===== src/rtl/sn_count.sv =====
// -----------------------------------------------------------------------------
// sn_count -- stochastic-number-to-binary decoder.
//
// Counts the 1s on a stochastic bitstream over a programmable window of LEN
// qualified samples. The final count, shifted left by OUT_SHIFT, is returned
// on RESULT.
//
// Build option:
//   SN_CNT_BIPOLAR_EN  when defined, the decoder is bipolar. A signed 33-bit
//                      accumulator adds SN_IN_P - SN_IN_N for each sample.
//                      When undefined, SN_IN_N is ignored and the count is
//                      unsigned.
//
// Parameters:
//   OUT_SHIFT  left shift applied to the final count (0..31)
//
// Ports:
//   CLK      clock; all logic on posedge
//   RST      synchronous reset, active-high
//   DATA_IN  write data; [30:0] = window length, [31] ignored
//   LEN_WE   load LEN from DATA_IN[30:0]
//   START    1-cycle strobe: clear counter and begin a window (aborts a run)
//   SN_EN    sample qualifier
//   SN_IN_P  stochastic bit (positive rail)
//   SN_IN_N  negative rail (bipolar build only)
//   BUSY     high while a window is in progress
//   DONE     1-cycle pulse when RESULT updates
//   VALID    high from DONE until the next START or reset
//   RESULT   decoded value
//
// Handshake: a window starts on the cycle after START is sampled high. Each
// cycle in RUN with SN_EN=1 consumes one sample. DONE pulses on the cycle
// after the LEN-th sample, and RESULT/VALID are updated in that same cycle.
// -----------------------------------------------------------------------------
module sn_count #(
   parameter int unsigned OUT_SHIFT = 0
) (
   input  logic        CLK,
   input  logic        RST,
   input  logic [31:0] DATA_IN,
   input  logic        LEN_WE,
   input  logic        START,
   input  logic        SN_EN,
   input  logic        SN_IN_P,
   input  logic        SN_IN_N,
   output logic        BUSY,
   output logic        DONE,
   output logic        VALID,
   output logic [31:0] RESULT
);

   typedef enum logic {S_IDLE = 1'b0, S_RUN = 1'b1} state_t;

   state_t      state_q, state_d;
   logic [30:0] len_q;
   logic [30:0] remaining_q;
   logic [30:0] eff_len;
   logic        take_sample;
   logic        last_sample;
   logic        done_q, valid_q;
   logic [31:0] result_q;
   logic [31:0] result_val;

`ifdef SN_CNT_BIPOLAR_EN
   // Two's-complement accumulator. P=N contributes zero.
   logic [32:0] count_q, count_sum;
   assign count_sum = count_q + {32'd0, SN_IN_P} - {32'd0, SN_IN_N};
   wire unused_ok = &{1'b0, DATA_IN[31]};
`else
   // LEN is 31 bits wide, so a 32-bit unsigned count can never wrap.
   logic [31:0] count_q, count_sum;
   assign count_sum = count_q + {31'd0, SN_IN_P};
   wire unused_ok = &{1'b0, DATA_IN[31], SN_IN_N};
`endif

   // Sign extension followed by truncation to 32 bits leaves only the low
   // 32 bits of the count, so the shift can work on those bits directly.
   assign result_val = count_sum[31:0] << OUT_SHIFT;

   // A LEN write in the same cycle as START takes effect for that window.
   assign eff_len     = LEN_WE ? DATA_IN[30:0] : len_q;
   assign take_sample = (state_q == S_RUN) && SN_EN;
   assign last_sample = take_sample && (remaining_q == 31'd1);

   // State register
   always_ff @(posedge CLK) begin
      if (RST) state_q <= S_IDLE;
      else     state_q <= state_d;
   end

   // Next-state logic
   always_comb begin
      state_d = state_q;
      if (START) begin
         // A zero-length window completes immediately and never enters RUN.
         state_d = (eff_len == 31'd0) ? S_IDLE : S_RUN;
      end else if (last_sample) begin
         state_d = S_IDLE;
      end
   end

   // Datapath
   always_ff @(posedge CLK) begin
      if (RST) begin
         len_q       <= '0;
         remaining_q <= '0;
         count_q     <= '0;
         done_q      <= 1'b0;
         valid_q     <= 1'b0;
         result_q    <= '0;
      end else begin
         done_q <= 1'b0;
         if (LEN_WE) len_q <= DATA_IN[30:0];
         if (START) begin
            // RESULT is kept on START; only VALID drops.
            count_q     <= '0;
            remaining_q <= eff_len;
            valid_q     <= 1'b0;
            if (eff_len == 31'd0) begin
               done_q   <= 1'b1;
               valid_q  <= 1'b1;
               result_q <= '0;
            end
         end else if (take_sample) begin
            count_q     <= count_sum;
            remaining_q <= remaining_q - 31'd1;
            if (remaining_q == 31'd1) begin
               done_q   <= 1'b1;
               valid_q  <= 1'b1;
               result_q <= result_val;
            end
         end
      end
   end

   assign BUSY   = (state_q == S_RUN);
   assign DONE   = done_q;
   assign VALID  = valid_q;
   assign RESULT = result_q;

endmodule


===== config.mk =====
export PLATFORM = sky130hd
export DESIGN_NAME = sn_count
export DESIGN_NICKNAME = d
export VERILOG_FILES = /design/src/rtl/sn_count.sv
export SDC_FILE = /design/constraint.sdc
export NUM_CORES = 1
export LEC_CHECK = 0
export ABC_AREA = 1
export CAP_MARGIN = 20
export CORE_MARGIN = 3
export CORE_UTILIZATION = 57
export CTS_CLUSTER_SIZE = 24
export DETAILED_ROUTE_END_ITERATION = 7
export GPL_ROUTABILITY_DRIVEN = 0
export GPL_TIMING_DRIVEN = 0
export PLACE_DENSITY = 0.81
export SKIP_CTS_REPAIR_TIMING = 1
export SLEW_MARGIN = 20
export SYNTH_ARGS = -nofsm -noshare
export SYNTH_HDL_FRONTEND = slang
export SYNTH_SLANG_ARGS = --single-unit

===== constraint.sdc =====
create_clock -name CLK -period 2.5 [get_ports CLK]
set_clock_uncertainty 0.2 [all_clocks]
set_input_delay 0.5 -clock CLK [delete_from_list [all_inputs] [get_ports CLK]]
set_output_delay 0.5 -clock CLK [all_outputs]
set_load 0.02 [all_outputs]

### After elaboration in Yosys (flattened, before gate mapping)

Index checks and enable logic that the tools add are counted.

* register bits after elaboration: 129
* logic and storage cells: 37

* $add $sub $neg: 2
* equal/unequal tests: 2
* multiplexer cells: 17
* reduce and logical (&&, ||, !) cells: 9

Operators by type and width (count)
* 32-bit 2-to-1 mux: 4
* 31-bit 2-to-1 mux: 3
* 32-bit by 1-bit adder with 32-bit output: 1
* 31-bit by 1-bit equality test with 1-bit output (second input constant): 1
* 31-bit logical NOT: 1
* 31-bit by 1-bit subtractor with 31-bit output (second input constant): 1
* 1-bit 2-to-1 mux: 10
* 2-bit nonzero test: 3
* 3-bit AND reduction: 1
* 1-bit logical AND: 2
* 2-bit by 1-bit inequality test with 1-bit output (second input constant): 1
* 2-bit AND reduction: 1
* 2-bit OR reduction: 1

### Depth between registers and ports, before layout

* depth after elaboration: 4
* depth in mapped cells: 12
* depth with buffers taken out: 11

### Worst setup path after synthesis

OpenSTA, ideal clock, no wires.

* path type: input port to flip-flop
* start point: input SN_IN_P
* end point: register count_q[24]
* library setup time: 0.114 ns
* data arrival time: 1.956 ns
* slack: 0.230 ns
* cell stages on the path: 10
* buffers on the path: 0
* path through: ha_1 > ha_1 > nand3_1 > nor2_1 > nand2_1 > nor2_1 > nand2_1 > xor2_1 > o21bai_1 > inv_1

* longest elaborated chain between the ends: 1

RTL lines
* from (decl): RTL line 44 `input logic SN_IN_P,`
* 32-bit by 1-bit adder with 32-bit output: RTL line 72 `assign count_sum = count_q + {31'd0, SN_IN_P};`
* to (signal assigned): RTL line 125 `count_q <= count_sum;`
* to (decl): RTL line 71 `logic [31:0] count_q, count_sum;`

Every way passes these cells.
A chain may end at the register's enable or synchronous reset.

### Worst setup path after layout

Same ends and word-level chain as after synthesis.

==> metrics.yaml <==
critical_path:
  crit_start: "SN_IN_P"
  required_ns: 2.62
  endpoint_kind: "flop"
  reg2reg_to: "count_q[24]$_SDFFE_PP0P_"
  critPathKind: "in2reg"
  timing.rr.start: "count_q[0]$_SDFFE_PP0P_"
  cp_max_fo: 5
  crit_arrival_ns: 2.58
  ff2ff_path_depth: 10
  r2r_slack_ns: 0.28
  startpoint_type: "input port"
  endpoint: "count_q[24]$_SDFFE_PP0P_"
timing:
  rsz0062_at_grt: "true"
  post-route-min-period_ns: 2.459
  setup_viol: 0
  max_slew.worst_pin.slew_ns: 0.6435
  period_share_pct: 98.35
  slew_violations: 0
  fmax_mhz: 406.7
  holdWs_ns: 0.2636
  finalHoldViolations: 0
  timing.slew.headroom_pct: 57.10
global_route:
  antenna_found_initial: 0
  grt-ovfl-total: 0
  grt_max_degree: 17
  first_global_vias: 6520
  gr-usage-all-layers_pct: 30.60
  grt_pass1_wl_um: 32160
pwr:
  switching_power_mw: 1.437
  swShare_pct: 27.44
  cellLeakagePower_nw: 3.957
  powerDensity_nw_per_um2: 611.5
  internal_power_mw: 3.799
  power_frac_comb_pct: 13.4
  p_clk_share_pct: 44.4
  pwr-share-seq_pct: 42.3
  ir_worst_vdd_v: 0.0005258
yosys:
  yosys.cell_types.count: 37
  synth_top_cells_by_area: "dfxtp_1, nand2_1, nor2_1"
  postSynthAreaPerCell_sq_um: 6.409
  ys_ff_latch: 129
  syn-cell-area_sq_um: 7024
  async_flop_share_pct: 0
  synth-seq-area-share_pct: 36.77
  synth_fp_nets: 1139
  synthCells: 1096
  synth_top_cell_by_area: "dfxtp_1"
  synth_edf_count: 0
  ys.flop_type: "dfxtp_1"
  synth_top_area_share_pct: 36.77
  ys_warn_count: 0
drt:
  dr.pass1.iters: 5
  vias_per_cell: 5.449
  wl_per_cell_um: 15.13
  num_vias: 7324
  routed_wl_um: 20330
  drc_errors: 0
  ant_nets: 0
  drtIter0Drc: 953
cells_and_area:
  seqCellArea_sq_um: 2582
  multi_input_area_sq_um: 3691
  nNetsFinal: 1232
  antennaDiodeCount: 0
  nFillCells: 982
  drive_above_1_share_pct: 7.910
  syn_to_final_growth_pct: 21.89
  final_util_pct: 73.11
place:
  numPortBuffers: 70
  dp_hpwl_um: 15060
min_path:
  hold_path_class: "reg2reg"
clock_network:
  clock_latency_ns: 0.43
  cts_tree: "done"
  root_buffer: "clkbuf_16"
  htree_levels: 4
  cts_buffers: 17
  clock-sinks: 129
  cts_buffer_depth: 2
  clk_pin_slew_worst_paths_ns: 0.05
floorplan:
  num_rows: 39
  die-area_sq_um: 13690
  die_w_um: 117.0
  initial_core_util_pct: 59.98
  core_sq_um: 11710
  pin_count: 74
  fp.dieH_um: 117.0
job:
  drv_cap: 0
outcome:
  status: "finished, final reports clean"
-- flip-flops by register name, summed over array words and instances, names as in the netlist --
register	cells
BUSY	1
DONE	1
RESULT	32
VALID	1
count_q	32
len_q	31
remaining_q	31
-- synth_stat cells (2+ instances only) --
master	n
nand2_1	328
o21ai_0	49
nor2_1	152
a31oi_1	11
o221ai_1	2
o211ai_1	3
nor3_1	14
nor2_2	5
buf_6	6
o21bai_1	20
o22ai_1	9
nand3b_1	5
buf_1	9
nand4_1	40
inv_1	151
a21oi_1	19
xnor2_1	8
dfxtp_1	129
a211oi_1	3
ha_1	4
nor4_1	2
clkbuf_1	18
nand2_2	20
inv_2	3
nand3_1	48
buf_2	7
or2_2	4
xor2_1	18
-- power by group through the flow --
stage	Clock (mW)	Sequential, mW	Combinational (mW)
after floorplan	0	2.24	0.470
after global routing	2.42	2.22	0.783
after CTS	2.32	2.21	0.673
after global placement	0	2.25	0.654
after detailed placement	0	2.25	0.666
final	2.32	2.21	0.699
-- worst max-delay path: stages --
cell and delay, ns:
clkdlybuf4s50_1 0.53, ha_4 0.21, ha_4 0.19, nand3_4 0.13
nor2_4 0.20, nand2_1 0.15, nor2_2 0.15, nand2_1 0.12
xor2_2 0.20, o21bai_1 0.15, inv_1 0.05
-- final cells by class --
class                      count  share of cell area [%]
buffer                        42                   2.864
clock buffer                  21                   5.378
clock inverter                10                   1.023
inverter                     155                   6.839
multi-input combinational    770                   43.11
sequential                   129                   30.16
tap                          143                   2.090
timing repair buffer          74                   8.534
-- cell usage in the layout, fill, tap and decap left out, types with 2 or more instances in the layout --
cell type | netlist | final
nand3b_1 | 5 | 5
o21ai_0 | 49 | 47
buf_6 | 6 | 6
nor2_1 | 152 | 149
clkinv_2 | 0 | 5
clkdlybuf4s50_1 | 0 | 70
nand3_4 | 1 | 2
xor2_1 | 18 | 17
inv_2 | 3 | 3
clkbuf_16 | 0 | 17
or2_2 | 4 | 4
clkbuf_8 | 0 | 2
a211oi_1 | 3 | 3
nor2_2 | 5 | 5
clkinv_4 | 0 | 2
o211ai_1 | 3 | 3
nand3_1 | 48 | 47
clkbuf_4 | 0 | 2
nand2_1 | 328 | 327
ha_1 | 4 | 2
o221ai_1 | 2 | 2
dfxtp_1 | 129 | 129
buf_2 | 7 | 5
nand4_1 | 40 | 40
clkbuf_1 | 18 | 19
nor4_1 | 2 | 2
ha_4 | 0 | 2
nor2_4 | 1 | 4
o21ai_1 | 1 | 3
nor3_1 | 14 | 14
nand2_2 | 20 | 21
a21oi_1 | 19 | 19
buf_4 | 0 | 4
inv_1 | 151 | 151
a31oi_1 | 11 | 11
o22ai_1 | 9 | 9
o21bai_1 | 20 | 20
xnor2_1 | 8 | 8
buf_1 | 9 | 9
clkinvlp_4 | 0 | 3
-- per-stage QoR --
step	setup slack, ns	cell area [sq um]	cells	total power, mW	TNS (ns)
after floorplan	0.2299	7024	1096	2.706	0
final	0.04132	8562	1344	5.236	0
after CTS	-0.4943	8452	1340	5.204	-3.608
after global routing	-0.04761	8562	1344	5.430	-0.1196
after detailed placement	-0.8957	7904	1309	2.919	-29.67
after global placement	-0.9009	7904	1309	2.905	-27.21
-- cell families (layout without fill, tap and decap cells) --
group,after synthesis,count (layout),synth area share (%)
flops,129,129,36.77
simple gates,621,621,37.62
fa+ha+maj,4,4,0.7125
buf+inv,197,302,11.68
xor+xnor,26,26,3.242
compound gates,119,119,9.975
-- worst min-delay path by stage --
stage | slack [ns] | cells past startpoint | endpoint | start
after global routing | 0.29 | 2 | RESULT[3]$_SDFFE_PP0P_ | RESULT[3]$_SDFFE_PP0P_
after floorplan | 0.25 | 2 | len_q[16]$_SDFF_PP0_ | len_q[16]$_SDFF_PP0_
final | 0.26 | 2 | RESULT[12]$_SDFFE_PP0P_ | RESULT[12]$_SDFFE_PP0P_
after detailed placement | 0.26 | 2 | RESULT[12]$_SDFFE_PP0P_ | RESULT[12]$_SDFFE_PP0P_
after CTS | 0.27 | 2 | RESULT[12]$_SDFFE_PP0P_ | RESULT[12]$_SDFFE_PP0P_
after global placement | 0.26 | 2 | RESULT[14]$_SDFFE_PP0P_ | RESULT[14]$_SDFFE_PP0P_
-- metal layers --
| metal | up-vias | wire length [um] | GRT usage [%] |
|---|---|---|---|
| met5 | - | 0 | 0 |
| met4 | 0 | 321 | 8.257 |
| met3 | 30 | 2386 | 8.792 |
| met2 | 405 | 8302 | 43.57 |
| met1 | 3256 | 9322 | 45.23 |
| li1 | 3633 | - | - |
Note: power is estimated with default switching activity, not from simulation.
